===== src/rtl/dlx_pkg.sv =====
// DLX decode shared definitions: opcodes, func codes,
// ALU operations, stage state and the decoded control bundle.
package dlx_pkg;

  localparam logic [5:0] OP_RTYPE = 6'h00;
  localparam logic [5:0] OP_J     = 6'h02;
  localparam logic [5:0] OP_JAL   = 6'h03;
  localparam logic [5:0] OP_BEQZ  = 6'h04;
  localparam logic [5:0] OP_BNEZ  = 6'h05;
  localparam logic [5:0] OP_ADDI  = 6'h08;
  localparam logic [5:0] OP_ADDUI = 6'h09;
  localparam logic [5:0] OP_SUBI  = 6'h0a;
  localparam logic [5:0] OP_SUBUI = 6'h0b;
  localparam logic [5:0] OP_LHI   = 6'h0f;
  localparam logic [5:0] OP_TRAP  = 6'h11;
  localparam logic [5:0] OP_JR    = 6'h12;
  localparam logic [5:0] OP_JALR  = 6'h13;
  localparam logic [5:0] OP_LB    = 6'h20;
  localparam logic [5:0] OP_LW    = 6'h23;
  localparam logic [5:0] OP_LBU   = 6'h24;
  localparam logic [5:0] OP_SB    = 6'h28;
  localparam logic [5:0] OP_SW    = 6'h2b;

  localparam logic [5:0] F_SLL  = 6'h04;
  localparam logic [5:0] F_SRL  = 6'h06;
  localparam logic [5:0] F_SRA  = 6'h07;
  localparam logic [5:0] F_NOP  = 6'h15;
  localparam logic [5:0] F_SEQ  = 6'h18;
  localparam logic [5:0] F_SNE  = 6'h19;
  localparam logic [5:0] F_ADD  = 6'h20;
  localparam logic [5:0] F_ADDU = 6'h21;
  localparam logic [5:0] F_SUB  = 6'h22;
  localparam logic [5:0] F_AND  = 6'h24;
  localparam logic [5:0] F_OR   = 6'h25;
  localparam logic [5:0] F_XOR  = 6'h26;
  localparam logic [5:0] F_SLT  = 6'h28;
  localparam logic [5:0] F_SGT  = 6'h2b;

  typedef enum logic [4:0] {
    ALU_ADD = 5'd0,  ALU_SUB = 5'd1,
    ALU_AND = 5'd2,  ALU_OR  = 5'd3,
    ALU_XOR = 5'd4,  ALU_SLL = 5'd5,
    ALU_SRL = 5'd6,  ALU_SRA = 5'd7,
    ALU_SEQ = 5'd8,  ALU_SNE = 5'd9,
    ALU_SLT = 5'd10, ALU_SGT = 5'd11,
    ALU_LHI = 5'd12
  } alu_op_e;

  typedef enum logic [1:0] {
    ST_RUN, ST_FLUSH, ST_HALT
  } state_e;

  typedef enum logic [2:0] {
    BR_NONE, BR_BEQZ, BR_BNEZ, BR_J, BR_JR
  } br_e;

  typedef struct packed {
    logic [4:0] rd;
    logic [4:0] rs1;
    logic [4:0] rs2;
    logic       reg_wr;
    logic       ext_op;
    logic       alu_src;
    logic       mem_wr;
    logic       mem_rd;
    logic       mem_to_reg;
    logic       link;
    logic       illegal;
    logic       uses_rs2;
    logic       is_trap;
    logic       j26;
    alu_op_e    alu_op;
    br_e        br;
  } ctrl_t;

endpackage


===== src/rtl/dlx_decode_comb.sv =====
// Pure combinational DLX field decode into a control
// bundle plus the extended immediate.
module dlx_decode_comb
  import dlx_pkg::*;
#(
  parameter int XLEN     = 32,
  parameter int LINK_REG = 31
) (
  input  logic [31:0]     instr_i,
  output ctrl_t           ctrl_o,
  output logic [XLEN-1:0] imm_o
);

  logic [5:0] op;
  logic [5:0] fn;
  ctrl_t      c;

  assign op = instr_i[31:26];
  assign fn = instr_i[5:0];

  always_comb begin
    c          = '0;
    c.rs1      = instr_i[25:21];
    c.rs2      = instr_i[20:16];
    c.rd       = instr_i[20:16];
    c.alu_op   = ALU_ADD;
    c.br       = BR_NONE;
    unique case (op)
      OP_RTYPE: begin
        c.rd       = instr_i[15:11];
        c.alu_src  = 1'b1;
        c.uses_rs2 = 1'b1;
        c.reg_wr   = 1'b1;
        unique case (fn)
          F_ADD, F_ADDU: c.alu_op = ALU_ADD;
          F_SUB:  c.alu_op = ALU_SUB;
          F_AND:  c.alu_op = ALU_AND;
          F_OR:   c.alu_op = ALU_OR;
          F_XOR:  c.alu_op = ALU_XOR;
          F_SLL:  c.alu_op = ALU_SLL;
          F_SRL:  c.alu_op = ALU_SRL;
          F_SRA:  c.alu_op = ALU_SRA;
          F_SLT:  c.alu_op = ALU_SLT;
          F_SGT:  c.alu_op = ALU_SGT;
          F_SEQ:  c.alu_op = ALU_SEQ;
          F_SNE:  c.alu_op = ALU_SNE;
          F_NOP:  c.reg_wr = 1'b0;
          default: begin
            c.reg_wr  = 1'b0;
            c.illegal = 1'b1;
          end
        endcase
      end
      OP_ADDI: begin
        c.ext_op = 1'b1;
        c.reg_wr = 1'b1;
      end
      OP_ADDUI: c.reg_wr = 1'b1;
      OP_SUBI: begin
        c.ext_op = 1'b1;
        c.reg_wr = 1'b1;
        c.alu_op = ALU_SUB;
      end
      OP_SUBUI: begin
        c.reg_wr = 1'b1;
        c.alu_op = ALU_SUB;
      end
      OP_LHI: begin
        c.reg_wr = 1'b1;
        c.alu_op = ALU_LHI;
      end
      OP_LW, OP_LB, OP_LBU: begin
        c.ext_op     = 1'b1;
        c.reg_wr     = 1'b1;
        c.mem_rd     = 1'b1;
        c.mem_to_reg = 1'b1;
      end
      OP_SW, OP_SB: begin
        c.ext_op   = 1'b1;
        c.mem_wr   = 1'b1;
        c.uses_rs2 = 1'b1;
      end
      OP_BEQZ: begin
        c.ext_op = 1'b1;
        c.br     = BR_BEQZ;
      end
      OP_BNEZ: begin
        c.ext_op = 1'b1;
        c.br     = BR_BNEZ;
      end
      OP_J: begin
        c.br  = BR_J;
        c.j26 = 1'b1;
      end
      OP_JAL: begin
        c.br     = BR_J;
        c.j26    = 1'b1;
        c.link   = 1'b1;
        c.rd     = 5'(LINK_REG);
        c.reg_wr = 1'b1;
      end
      OP_JR: c.br = BR_JR;
      OP_JALR: begin
        c.br     = BR_JR;
        c.link   = 1'b1;
        c.rd     = 5'(LINK_REG);
        c.reg_wr = 1'b1;
      end
      OP_TRAP: c.is_trap = 1'b1;
      default: c.illegal = 1'b1;
    endcase
    // r0 is hardwired; never report a write to it
    if (c.rd == 5'd0) c.reg_wr = 1'b0;
  end

  assign ctrl_o = c;
  assign imm_o  = c.j26
    ? {{(XLEN-26){instr_i[25]}}, instr_i[25:0]}
    : c.ext_op
      ? {{(XLEN-16){instr_i[15]}}, instr_i[15:0]}
      : {{(XLEN-16){1'b0}}, instr_i[15:0]};

endmodule


===== src/rtl/dlx_decode_stage.sv =====
// Registered DLX decode stage: branch resolution, load-use
// interlock, wrong-path flush and trap halt.
module dlx_decode_stage
  import dlx_pkg::*;
#(
  parameter int XLEN     = 32,
  parameter int ALUOP_W  = 5,
  parameter int LINK_REG = 31
) (
  input  logic               clk,
  input  logic               rst,
  input  logic               if_valid,
  input  logic [31:0]        if_instr,
  input  logic [XLEN-1:0]    if_pc,
  output logic               id_ready,
  input  logic [XLEN-1:0]    rs1_val,
  input  logic               ex_ready,
  output logic               ex_valid,
  output logic [4:0]         ex_rd,
  output logic [4:0]         ex_rs1,
  output logic [4:0]         ex_rs2,
  output logic               ex_reg_wr,
  output logic               ex_ext_op,
  output logic               ex_alu_src,
  output logic               ex_mem_wr,
  output logic               ex_mem_rd,
  output logic               ex_mem_to_reg,
  output logic               ex_link,
  output logic               ex_illegal,
  output logic [ALUOP_W-1:0] ex_alu_op,
  output logic [XLEN-1:0]    ex_imm,
  output logic [XLEN-1:0]    ex_pc,
  output logic               br_taken,
  output logic [XLEN-1:0]    br_target,
  output logic               halted
);

  ctrl_t           c;
  logic [XLEN-1:0] imm;
  state_e          state_q, state_d;
  logic            load_pend_q, load_pend_d;
  logic [4:0]      load_rd_q, load_rd_d;
  logic            hazard, adv, accept, issue;
  logic            taken;
  logic [XLEN-1:0] tgt;
  logic            ex_valid_q, br_taken_q;
  logic [XLEN-1:0] br_target_q, imm_q, pc_q;
  logic [4:0]      rd_q, rs1_q, rs2_q;
  logic [7:0]      flags_q;
  logic [ALUOP_W-1:0] alu_q;

  dlx_decode_comb #(
    .XLEN     (XLEN),
    .LINK_REG (LINK_REG)
  ) u_dec (
    .instr_i (if_instr),
    .ctrl_o  (c),
    .imm_o   (imm)
  );

  assign hazard = state_q == ST_RUN && load_pend_q && if_valid
    && (c.rs1 == load_rd_q
        || (c.uses_rs2 && c.rs2 == load_rd_q));
  assign adv    = !ex_valid_q || ex_ready;
  assign accept = if_valid && id_ready;
  assign issue  = accept && state_q == ST_RUN;

  always_comb begin
    taken = 1'b0;
    tgt   = if_pc + XLEN'(4) + imm;
    unique case (c.br)
      BR_BEQZ: taken = rs1_val == '0;
      BR_BNEZ: taken = rs1_val != '0;
      BR_J:    taken = 1'b1;
      BR_JR: begin
        taken = 1'b1;
        tgt   = rs1_val;
      end
      default: ;
    endcase
  end

  always_ff @(posedge clk) begin
    if (rst) state_q <= ST_RUN;
    else     state_q <= state_d;
  end

  always_comb begin
    state_d = state_q;
    unique case (state_q)
      ST_RUN: begin
        if (issue && c.is_trap)   state_d = ST_HALT;
        else if (issue && taken)  state_d = ST_FLUSH;
      end
      ST_FLUSH: begin
        if (accept || !if_valid) state_d = ST_RUN;
      end
      ST_HALT: ;
      default: state_d = ST_RUN;
    endcase
  end

  always_comb begin
    id_ready = !rst && adv && state_q != ST_HALT && !hazard;
    halted   = state_q == ST_HALT;
  end

  always_comb begin
    load_pend_d = load_pend_q;
    load_rd_d   = load_rd_q;
    if (issue && c.mem_rd && c.rd != 5'd0) begin
      load_pend_d = 1'b1;
      load_rd_d   = c.rd;
    end else if (ex_ready) begin
      load_pend_d = 1'b0;
    end
  end

  always_ff @(posedge clk) begin
    if (rst) begin
      ex_valid_q  <= 1'b0;
      br_taken_q  <= 1'b0;
      br_target_q <= '0;
      load_pend_q <= 1'b0;
      load_rd_q   <= '0;
      rd_q        <= '0;
      rs1_q       <= '0;
      rs2_q       <= '0;
      flags_q     <= '0;
      alu_q       <= '0;
      imm_q       <= '0;
      pc_q        <= '0;
    end else begin
      br_taken_q  <= issue && taken;
      br_target_q <= (issue && taken) ? tgt : '0;
      load_pend_q <= load_pend_d;
      load_rd_q   <= load_rd_d;
      if (adv) begin
        ex_valid_q <= issue;
        if (issue) begin
          rd_q    <= c.rd;
          rs1_q   <= c.rs1;
          rs2_q   <= c.rs2;
          flags_q <= {c.reg_wr, c.ext_op, c.alu_src,
                      c.mem_wr, c.mem_rd, c.mem_to_reg,
                      c.link, c.illegal};
          alu_q   <= ALUOP_W'(c.alu_op);
          imm_q   <= imm;
          pc_q    <= if_pc;
        end
      end
    end
  end

  assign ex_valid   = ex_valid_q;
  assign ex_rd      = rd_q;
  assign ex_rs1     = rs1_q;
  assign ex_rs2     = rs2_q;
  assign {ex_reg_wr, ex_ext_op, ex_alu_src,
          ex_mem_wr, ex_mem_rd, ex_mem_to_reg,
          ex_link, ex_illegal} = flags_q;
  assign ex_alu_op  = alu_q;
  assign ex_imm     = imm_q;
  assign ex_pc      = pc_q;
  assign br_taken   = br_taken_q;
  assign br_target  = br_target_q;

endmodule


===== config.mk =====
export PLATFORM = sky130hd
export DESIGN_NAME = dlx_decode_stage
export DESIGN_NICKNAME = d
export VERILOG_FILES = /design/src/rtl/dlx_pkg.sv /design/src/rtl/dlx_decode_comb.sv /design/src/rtl/dlx_decode_stage.sv
export SDC_FILE = /design/constraint.sdc
export NUM_CORES = 1
export LEC_CHECK = 0
export BUFFER_PORTS_ARGS = -buffer_cell sky130_fd_sc_hd__buf_2
export CAP_MARGIN = 20
export CORE_MARGIN = 2
export CORE_UTILIZATION = 48
export CTS_CLUSTER_DIAMETER = 200
export DETAILED_ROUTE_END_ITERATION = 8
export PLACE_DENSITY = 0.77
export SLEW_MARGIN = 10
export SYNTH_ARGS = -nofsm -noshare
export SYNTH_HDL_FRONTEND = slang
export SYNTH_HIERARCHICAL = 1
export SYNTH_SLANG_ARGS = --single-unit
export TNS_END_PERCENT = 30

===== constraint.sdc =====
create_clock -name clk -period 4.9 [get_ports clk]
set_clock_uncertainty 0.1 [all_clocks]
set_input_delay 1.47 -clock clk [delete_from_list [all_inputs] [get_ports clk]]
set_output_delay 1.47 -clock clk [all_outputs]
set_load 0.01 [all_outputs]

# Word-level counts from Yosys, hierarchy flattened
# Index checks and enable logic that the tools add are counted.
[word_totals] reg_bits=134 inputBits=100 output_inout_bits=128 wordCells=129
[classes] n_addsub=2 eq_ne=42 muxes=27 n_bitwise=2 reduce_logical=43
[op_table] op="2-to-1 mux 32 bit" count=3
[op_table] op="equality test 6 bit, second input constant" count=13
[op_table] op="case mux 4 bit (11 select lines)" count=1
[op_table] op="equality test 6 x 5 -> 1 bit, second input constant" count=6
[op_table] op="adder 32 x 3 -> 32 bit, second input constant" count=1
[op_table] op="adder 32 bit" count=1
[op_table] op="zero test 32 bit" count=1
[op_table] op="nonzero test 32 bit" count=1
[op_table] op="equality test 6 x 3 -> 1 bit, second input constant" count=5
[op_table] op="equality test 6 x 4 -> 1 bit, second input constant" count=5
[op_table] op="OR reduction 17 bit" count=1
[op_table] op="OR reduction 14 bit" count=1
[op_table] op="OR reduction 2 bit" count=7
[op_table] op="logical AND 1 bit" count=13
[op_table] op="OR reduction 13 bit" count=1
[op_table] op="equality test 6 x 2 -> 1 bit, second input constant" count=2
[op_table] op="2-to-1 mux 1 bit" count=12
[op_table] op="case mux 3 bit (4 select lines)" count=1
[op_table] op="case mux 4 bit (3 select lines)" count=1
[op_table] op="equality test 5 bit" count=2
[op_table] op="case mux 5 bit (2 select lines)" count=1
[op_table] op="OR reduction 10 bit" count=1
[op_table] op="OR reduction 9 bit" count=1
[op_table] op="2-to-1 mux 2 bit" count=4
[op_table] op="other kinds (21)" count=31

# Longest topological paths before layout
# Gate-level depths: netlist (run 1).
[logic_depth] depth_word=14 mapped_depth=18 ltp_nobuf=15

# By module
# Netlist (run 1), hierarchy kept.
[by_module_without_submodules] mod="dlx_decode_stage" n_inst=1 cells_each=883 area_per_inst_um2=7024.2 seq_area_each_um2=2682.6
[by_module_without_submodules] mod="dlx_decode_comb" n_inst=1 cells_each=171 area_per_inst_um2=1143.6 seq_area_each_um2=0.0

# Worst setup path before layout (run 1)
# No wires, ideal clock.
[synth_path] path_type="input-to-reg" startpoint="input port if_instr[31]" endpoint="register br_target_q[31], in the netlist br_target[31]" setup_time_ns=0.087 t_arrival_ns=4.608 t_required_ns=4.713 slack_ns=0.105 path_stages=15 n_path_buf=3 cell_sequence="or3_1 -> nor3b_2 -> and3b_1 -> buf_2 -> a21o_1 -> buf_4 -> ha_1 -> ha_1 -> clkbuf_1 -> nand3_1 -> or3_1 -> a31oi_1 -> o31ai_1 -> and3_1 -> o31ai_1"
[synth_via] elab_cells_between_ends=42 classes_between="add/sub (1); eq/ne (17); mux (8); bitwise (1); reduce/logical (15)"
[synth_lines] item="start: declaration" line_no="dlx_decode_stage.sv:13" text="input logic [31:0] if_instr,"
[synth_lines] item="equality test 6 x 4 -> 1 bit, or another cell as far along" line_no="dlx_decode_comb.sv:28" text="unique case (op)"
[synth_lines] item="OR reduction 9 bit (no line)"
[synth_lines] item="2-to-1 mux 1 bit" line_no="dlx_decode_comb.sv:28"
[synth_lines] item="2-to-1 mux 32 bit" line_no="dlx_decode_comb.sv:120" text="? {{(XLEN-16){instr_i[15]}}, instr_i[15:0]}"
[synth_lines] item="2-to-1 mux 32 bit (*)" line_no="dlx_decode_comb.sv:118" text="? {{(XLEN-26){instr_i[25]}}, instr_i[25:0]}"
[synth_lines] item="via imm[25]" line_no="dlx_decode_stage.sv:39" text="logic [XLEN-1:0] imm;"
[synth_lines] item="adder 32 bit (*)" line_no="dlx_decode_stage.sv:70" text="tgt = if_pc + XLEN'(4) + imm;"
[synth_lines] item="2-to-1 mux 32 bit (*)" line_no="dlx_decode_stage.sv:71" text="unique case (c.br)"
[synth_lines] item="end signal: assignment" line_no="dlx_decode_stage.sv:135" text="br_target_q <= (issue && taken) ? tgt : '0;"
[synth_lines] item="end: declaration" line_no="dlx_decode_stage.sv:47" text="logic [XLEN-1:0] br_target_q, imm_q, pc_q;"
# Mark *: on every way through the listed nets, which the timed path passes. The rest lies on a longest branch.
# A chain may end at the register's enable or synchronous reset.

==> results.json, run 1 <==
{
  "crit_required_ns": 3.33,
  "area_growth_pct": 24.0,
  "peakVddDrop_uv": 242,
  "hold_depth": 2,
  "clk_latency_ns": 0.43,
  "r2r_setup_slack_ns": 2.51,
  "seqPwrFrac_pct": 36.8,
  "synth-edff-count": 0,
  "num_io_pins": 228,
  "powerDensity_nw_per_um2": 305,
  "stdcell_area_um2": 10100,
  "grt_max_degree": 102,
  "switchingPower_mw": 0.906,
  "maxSlewHeadroom_pct": 29.6,
  "yosysMostFrequentCell": "nand2_1",
  "drt_pass1_iterations": 5,
  "slowest_delay_ns": 0.22,
  "ys_seq_area_share_pct": 32.8,
  "dp_cells": 1467,
  "clock_tree.htree_level_count": 4,
  "post_cts_buffers": 0,
  "synth_seq_cells": 134,
  "netlist_area_um2": 8170,
  "num_vias": 8337,
  "fin_ws_ns": 0.157,
  "setup_viol": 0,
  "pwr-share-comb_pct": 20.6,
  "synth_top_area_share_pct": 32.8,
  "maxCapViolations": 0,
  "min_to": "ex_pc[25]$_SDFFE_PP0P_",
  "clkSlewWorstSetupHoldPaths_ns": 0.06,
  "die_w_um": 134,
  "clock_power_share_pct": 42.6,
  "coreArea_um2": 16600,
  "critPathMostFrequentCell": "buf_2",
  "hpwl_mm": 19.1,
  "switching_share_pct": 29.3,
  "outcome": "completed",
  "finalCriticalPeriod_ns": 4.74,
  "critPathSlowestCell": "nor3_1",
  "syn_nets": 1216,
  "fmax_ghz": 0.211,
  "synthArstFlopShare_pct": 0,
  "min_from": "ex_pc[25]$_SDFFE_PP0P_",
  "cts_sinks": 134,
  "cp.arrival_ns": 3.17,
  "post_dp_cell_area_um2": 9520,
  "synthTopCellsByArea": "dfxtp_1, nand2_1, ha_1",
  "rsz0062_at_grt": "false",
  "hp-class": "reg -> reg",
  "fp.dieH_um": 134,
  "synth.avg_cell_area_um2": 7.75,
  "dieArea_um2": 18100,
  "multi_input_comb_area_um2": 4840,
  "dp_slack_ns": -0.0228,
  "grt_usage_pct": 27.4,
  "worstSetupStartpointType": "input pin",
  "start_util_pct": 49.3,
  "layoutNonFillerInstCount": 1499,
  "fin_setup_tns_ns": 0,
  "rows": 47,
  "cts_hold_buf": 0,
  "regArea_um2": 2680,
  "globalplace.congestion": 0.961,
  "ant_nets": 0,
  "tightest_slew_ns": 1.06,
  "path_class": "in -> out",
  "drive_above_1_share_pct": 27.3,
  "critPathTopFamily": "simple AND/OR/NAND/NOR gates",
  "wirelength_mm": 24.8,
  "drc": 0,
  "post_synth_num_cell_types": 78,
  "cts_buffer_depth": 2,
  "r2r.worst_path.cells": 8,
  "cts-root-buf": "clkbuf_16",
  "yosysWarnings": 6,
  "grt_pass1_wl_mm": 39.4,
  "place.port_buffers": 227,
  "path_cells": "buf_2 > buf_4 > nor2_4 > and2b_1 > nor3_1 > or2_2 > nand2_1 > o22ai_2 > nand3_1 > a21oi_1 > nor2_1 > buf_2",
  "timing.hold.ws_ns": 0.350,
  "end_kind": "output pin",
  "reg2reg_from": "load_rd_q[0]$_SDFFE_PP0P_",
  "power.internal_mw": 2.19,
  "cp_max_fo": 6,
  "n_fill_cell": 1537,
  "synthCells": 1054,
  "final_nets": 1428,
  "grt-ovfl-total": 0,
  "synth-main-ff-cell": "dfxtp_1",
  "power_mw": 3.09,
  "wl_per_cell_um": 16.6,
  "routed_via_density": 5.56,
  "cts_inserted_buffers": 17,
  "antenna_found_initial": 1,
  "fin_crit_sh_pct": 96.8,
  "grt_pass1_vias": 7911,
  "final-hold-violation-count": 0,
  "synth_common_cells": "nand2_1, a21oi_1, dfxtp_1",
  "cts_tree": "built",
  "final_util_pct": 61.1,
  "critical_path_buf_inv_count": 3,
  "r2r_end": "state_q[0]$_SDFFE_PP0P_",
  "leakage_nw": 4.75,
  "report.final.slew_viol_count": 0,
  "drt_iter0_markers": 570,
  "yosysTopAreaCell": "dfxtp_1"
}
==> how the worst max path moves through the flow <==
| stage | startpoint | to | slack (ns) | cells after the start |
|---|---|---|---|---|
| finish | if_instr[27] | id_ready | 0.16 | 12 |
| global route | if_instr[27] | id_ready | 0.02 | 12 |
| CTS | if_instr[27] | id_ready | 0.06 | 12 |
| detailed placement | if_instr[29] | br_target[30]$_SDFF_PP0_ | -0.02 | 16 |
| global placement | if_instr[29] | br_target[29]$_SDFF_PP0_ | 0.005 | 15 |
| floorplan | if_instr[31] | br_target[31]$_SDFF_PP0_ | 0.10 | 15 |
==> flip-flops by register name (all words and copies together) (netlist names), 2 cells and up <==
register and flops:
br_target 32, ex_pc 32, ex_imm 32, state_q 2, ex_rd 5, load_rd_q 5, ex_rs2 5, ex_alu_op 5
flags_q 8, ex_rs1 5
==> worst reg2reg max path: cells and delay by family, from the launching register on <==
kind,cells,cell delay (ns)
compound gates,4,1.09
flops,1,0.40
buf+inv,1,0.37
simple gates,2,0.16
xor+xnor,1,0.11
==> layout make-up <==
| type | count | area share [%] |
|---|---|---|
| multi-input cells | 801 | 47.8 |
| flip-flops and latches | 134 | 26.5 |
| repair buffers | 289 | 16.2 |
| clock buffers | 17 | 4.20 |
| well taps | 220 | 2.72 |
| clock inverters | 14 | 1.73 |
| inverters | 23 | 0.852 |
| diodes | 1 | 0.0247 |
==> power by group through the flow <==
stage | registers, mW | logic [mW] | clock network, mW
5_1_grt | 1.14 | 0.703 | 1.38
6_report | 1.14 | 0.637 | 1.32
3_3_place_gp | 1.16 | 0.623 | 0
4_1_cts | 1.14 | 0.634 | 1.33
3_5_place_dp | 1.16 | 0.628 | 0
2_1_floorplan | 1.18 | 0.396 | 0
==> repair_timing <==
| action | 4_1_cts | 5_1_grt |
|---|---|---|
| gates resized for setup | 0 | 1 |
| endpoints found under the hold margin | 0 | 0 |
| setup endpoints to repair | 0 | 1 |
==> cells by family (layout without fill, tap and decap cells) <==
group,after synthesis,in the layout,share of synthesized area [%]
simple gates,423,423,23.8
compound gates,277,277,21.5
flops,134,134,32.8
buf+inv,119,343,8.01
fa+ha+maj,62,62,9.59
xor+xnor,30,30,3.22
mux,8,8,1.06
other cells,1,2,0.0459
==> cells in the final DEF, fill, tap and decap left out, types with 4 or more instances in the layout <==
master,count
xor2_1,9
a21oi_1,147
nor2b_1,6
o21ai_2,4
o21a_1,5
buf_2,226
and3b_1,4
or3_1,8
o21ai_1,7
clkbuf_16,17
o22ai_1,4
nand2b_1,11
nand4_1,6
dfxtp_1,134
inv_1,22
nor3b_1,4
ha_1,61
or4_1,4
o221ai_1,4
a211oi_1,8
nor2_1,37
a2111oi_0,5
o21bai_1,6
mux2i_1,6
xnor2_1,21
a21o_1,23
nand2_1,258
o31ai_1,5
o21ai_0,18
nand3b_1,4
buf_4,60
nor4_1,10
nand3_1,29
nor3_1,17
a31oi_1,8
==> metal layers <==
| metal | track usage [%] | routed length [um] | vias up |
|---|---|---|---|
| met2 | 46.4 | 12100 | 299 |
| met4 | 10.4 | 656 | 0 |
| met3 | 6.42 | 1490 | 41 |
| li1 | - | - | 4079 |
| met1 | 33.9 | 10600 | 3918 |
| met5 | 0 | 0 | - |
(Power assumes the default switching activity.)
==> inputs of run 2 (changes only) <==
--- a/config.mk
+++ b/config.mk
@@ -6,11 +6,12 @@
 export NUM_CORES = 1
 export LEC_CHECK = 0
 export BUFFER_PORTS_ARGS = -buffer_cell sky130_fd_sc_hd__buf_2
-export CAP_MARGIN = 20
+export CAP_MARGIN = 40
 export CORE_MARGIN = 2
 export CORE_UTILIZATION = 48
 export CTS_CLUSTER_DIAMETER = 200
 export DETAILED_ROUTE_END_ITERATION = 8
+export GPL_TIMING_DRIVEN = 0
 export PLACE_DENSITY = 0.77
 export SLEW_MARGIN = 10
 export SYNTH_ARGS = -nofsm -noshare
==> run 2 against run 1 <==
  * Fmax shrank 1.3%
  * Die area did not move
  * Via count increased by 1.7%
  * Critical path type is now in -> reg
  * Register-to-register slack improved by 0.03 ns
  * Largest power group unchanged
  * Sequential power is essentially flat
  * Clock power decreased by 8%
  * Setup slack worse by 0.064 ns
  * Critical endpoint is now br_target[25]$_SDFF_PP0_
  * Non-clock buffer count grew 27
==> results.json, run 2 (synthesis results as in run 1) <==
{
  "rsz0062_at_grt": "true",
  "final_nets": 1455,
  "peakVddDrop_uv": 261,
  "clock_tree.htree_level_count": 4,
  "drt_pass1_iterations": 6,
  "die_w_um": 134,
  "globalplace.congestion": 0.948,
  "mostFrequentLayoutCells": "nand2_1, buf_2, a21oi_1",
  "dieArea_um2": 18100,
  "powerDensity_nw_per_um2": 292,
  "cts_hold_buf": 0,
  "critical_path.startpoint": "if_instr[27]",
  "cp.arrival_ns": 5.00,
  "fmax_ghz": 0.208,
  "cts_inserted_buffers": 17,
  "crit_required_ns": 5.09,
  "layout_commonest_cell": "nand2_1",
  "switchingPower_mw": 0.903,
  "cp_max_fo": 10,
  "drc": 0,
  "n_fill_cell": 1600,
  "end_kind": "flip-flop",
  "layoutNonFillerInstCount": 1524,
  "hold_depth": 2,
  "min_from": "ex_imm[9]$_SDFFE_PP0P_",
  "switching_share_pct": 30.2,
  "reg2reg_from": "load_rd_q[2]$_SDFFE_PP0P_",
  "place.port_buffers": 218,
  "hp-class": "reg -> reg",
  "r2r_setup_slack_ns": 2.54,
  "leakage_nw": 4.74,
  "num_io_pins": 228,
  "clkSlewWorstSetupHoldPaths_ns": 0.06,
  "coreArea_um2": 16600,
  "diodes": 0,
  "grt_pass1_wl_mm": 40.5,
  "wirelength_mm": 26.1,
  "maxSlewHeadroom_pct": 45.0,
  "start_util_pct": 49.3,
  "ant_nets": 0,
  "routed_via_density": 5.56,
  "cts-root-buf": "clkbuf_16",
  "report.final.slew_viol_count": 0,
  "power_mw": 2.99,
  "power.internal_mw": 2.09,
  "hpwl_mm": 20.6,
  "setup_viol": 0,
  "dp_cells": 1493,
  "fp.dieH_um": 134,
  "grt_pass1_vias": 7943,
  "tightest_slew_ns": 0.804,
  "final-hold-violation-count": 0,
  "rows": 47,
  "num_vias": 8481,
  "worstSetupStartpointType": "input pin",
  "drt_iter0_markers": 647,
  "area_growth_pct": 25.3,
  "path_class": "in -> reg",
  "pwr-share-comb_pct": 21.5,
  "antenna_found_initial": 0,
  "clk_latency_ns": 0.43,
  "min_to": "ex_imm[9]$_SDFFE_PP0P_",
  "r2r_end": "ex_imm[0]$_SDFFE_PP0P_",
  "cts_buffer_depth": 2,
  "cts_sinks": 134,
  "r2r.worst_path.cells": 9,
  "seqPwrFrac_pct": 38.1,
  "wl_per_cell_um": 17.1,
  "cts_tree": "built",
  "final_util_pct": 61.7,
  "clock_power_share_pct": 40.4,
  "grt_usage_pct": 28.5,
  "maxCapViolations": 0,
  "grt-ovfl-total": 0,
  "grt_max_degree": 17,
  "finalCriticalPeriod_ns": 4.81,
  "outcome": "completed",
  "drive_above_1_share_pct": 27.7,
  "fin_crit_sh_pct": 98.1
}
run 2: cell types whose count changed in the layout (fill, tap and decap cells not counted), sizes merged:
cell | previous run | this run
inv | 26 | 24
clkinvlp | 2 | 4
clkinv | 6 | 5
bufinv | 3 | 1
diode | 1 | 0
clkbuf | 17 | 46
run 2: cell type report:
type,instances,area (um2),share of cell area [%]
plain buffers,94,566,5.53
flip-flops and latches,134,2680,26.2
well taps,220,275,2.69
multi-input cells,801,4960,48.4
inverters,23,90.1,0.880
repair buffers,222,1120,10.9
clock inverters,11,103,1.00
clock buffers,19,443,4.33
run 2: worst max-delay path: stages:
cell and delay [ns]:
buf_2 0.12, buf_2 0.18, nand2_2 0.14, nor2_1 0.07, o311a_1 0.35, and3b_1 0.18, clkbuf_4 0.18, a21o_1 0.20
ha_1 0.29, ha_1 0.44, nand4_1 0.21, nor3_4 0.25, o21ai_2 0.14, nand2_1 0.13, o221ai_1 0.14, mux2i_1 0.14
a31oi_1 0.36
run 2: layer usage:
metal,global-route usage (%),vias to the layer above,part of all wire [%]
li1,-,4128,-
met1,36.3,3985,44
met2,47.7,317,47
met3,5.37,51,6.2
met4,10.8,0,2.9
met5,0,-,0
run 2: how the worst max path moves through the flow:
stage,to
floorplan,br_target[31]$_SDFF_PP0_
global placement,br_target[31]$_SDFF_PP0_
detailed placement,br_target[31]$_SDFF_PP0_
CTS,br_target[31]$_SDFF_PP0_
global route,br_target[31]$_SDFF_PP0_
finish,br_target[25]$_SDFF_PP0_
run 2: what timing repair did:
action	4_1_cts	5_1_grt
setup endpoints to repair	4	13
gates resized for setup	5	23
pin swaps	0	3
buffers inserted	0	3
gates cloned	0	0
run 2: through the flow:
step	area (um2)	setup WS, ns	hold slack [ns]	TNS (ns)
after floorplan	8170	0.105	0.373	0
after global placement	9530	-0.598	0.339	-3.88
after detailed placement	9540	-0.611	0.344	-4.34
after CTS	10100	-0.000371	0.352	-0.000371
after global routing	10200	-0.0587	0.366	-0.106
final	10200	0.0928	0.350	0
run 2: power by group through the flow:
stage	Combinational (mW)	Clock (mW)	Sequential, mW
5_1_grt	0.711	1.26	1.14
2_1_floorplan	0.396	0	1.18
6_report	0.645	1.21	1.14
4_1_cts	0.621	1.22	1.14
3_3_place_gp	0.610	0	1.16
3_5_place_dp	0.616	0	1.16
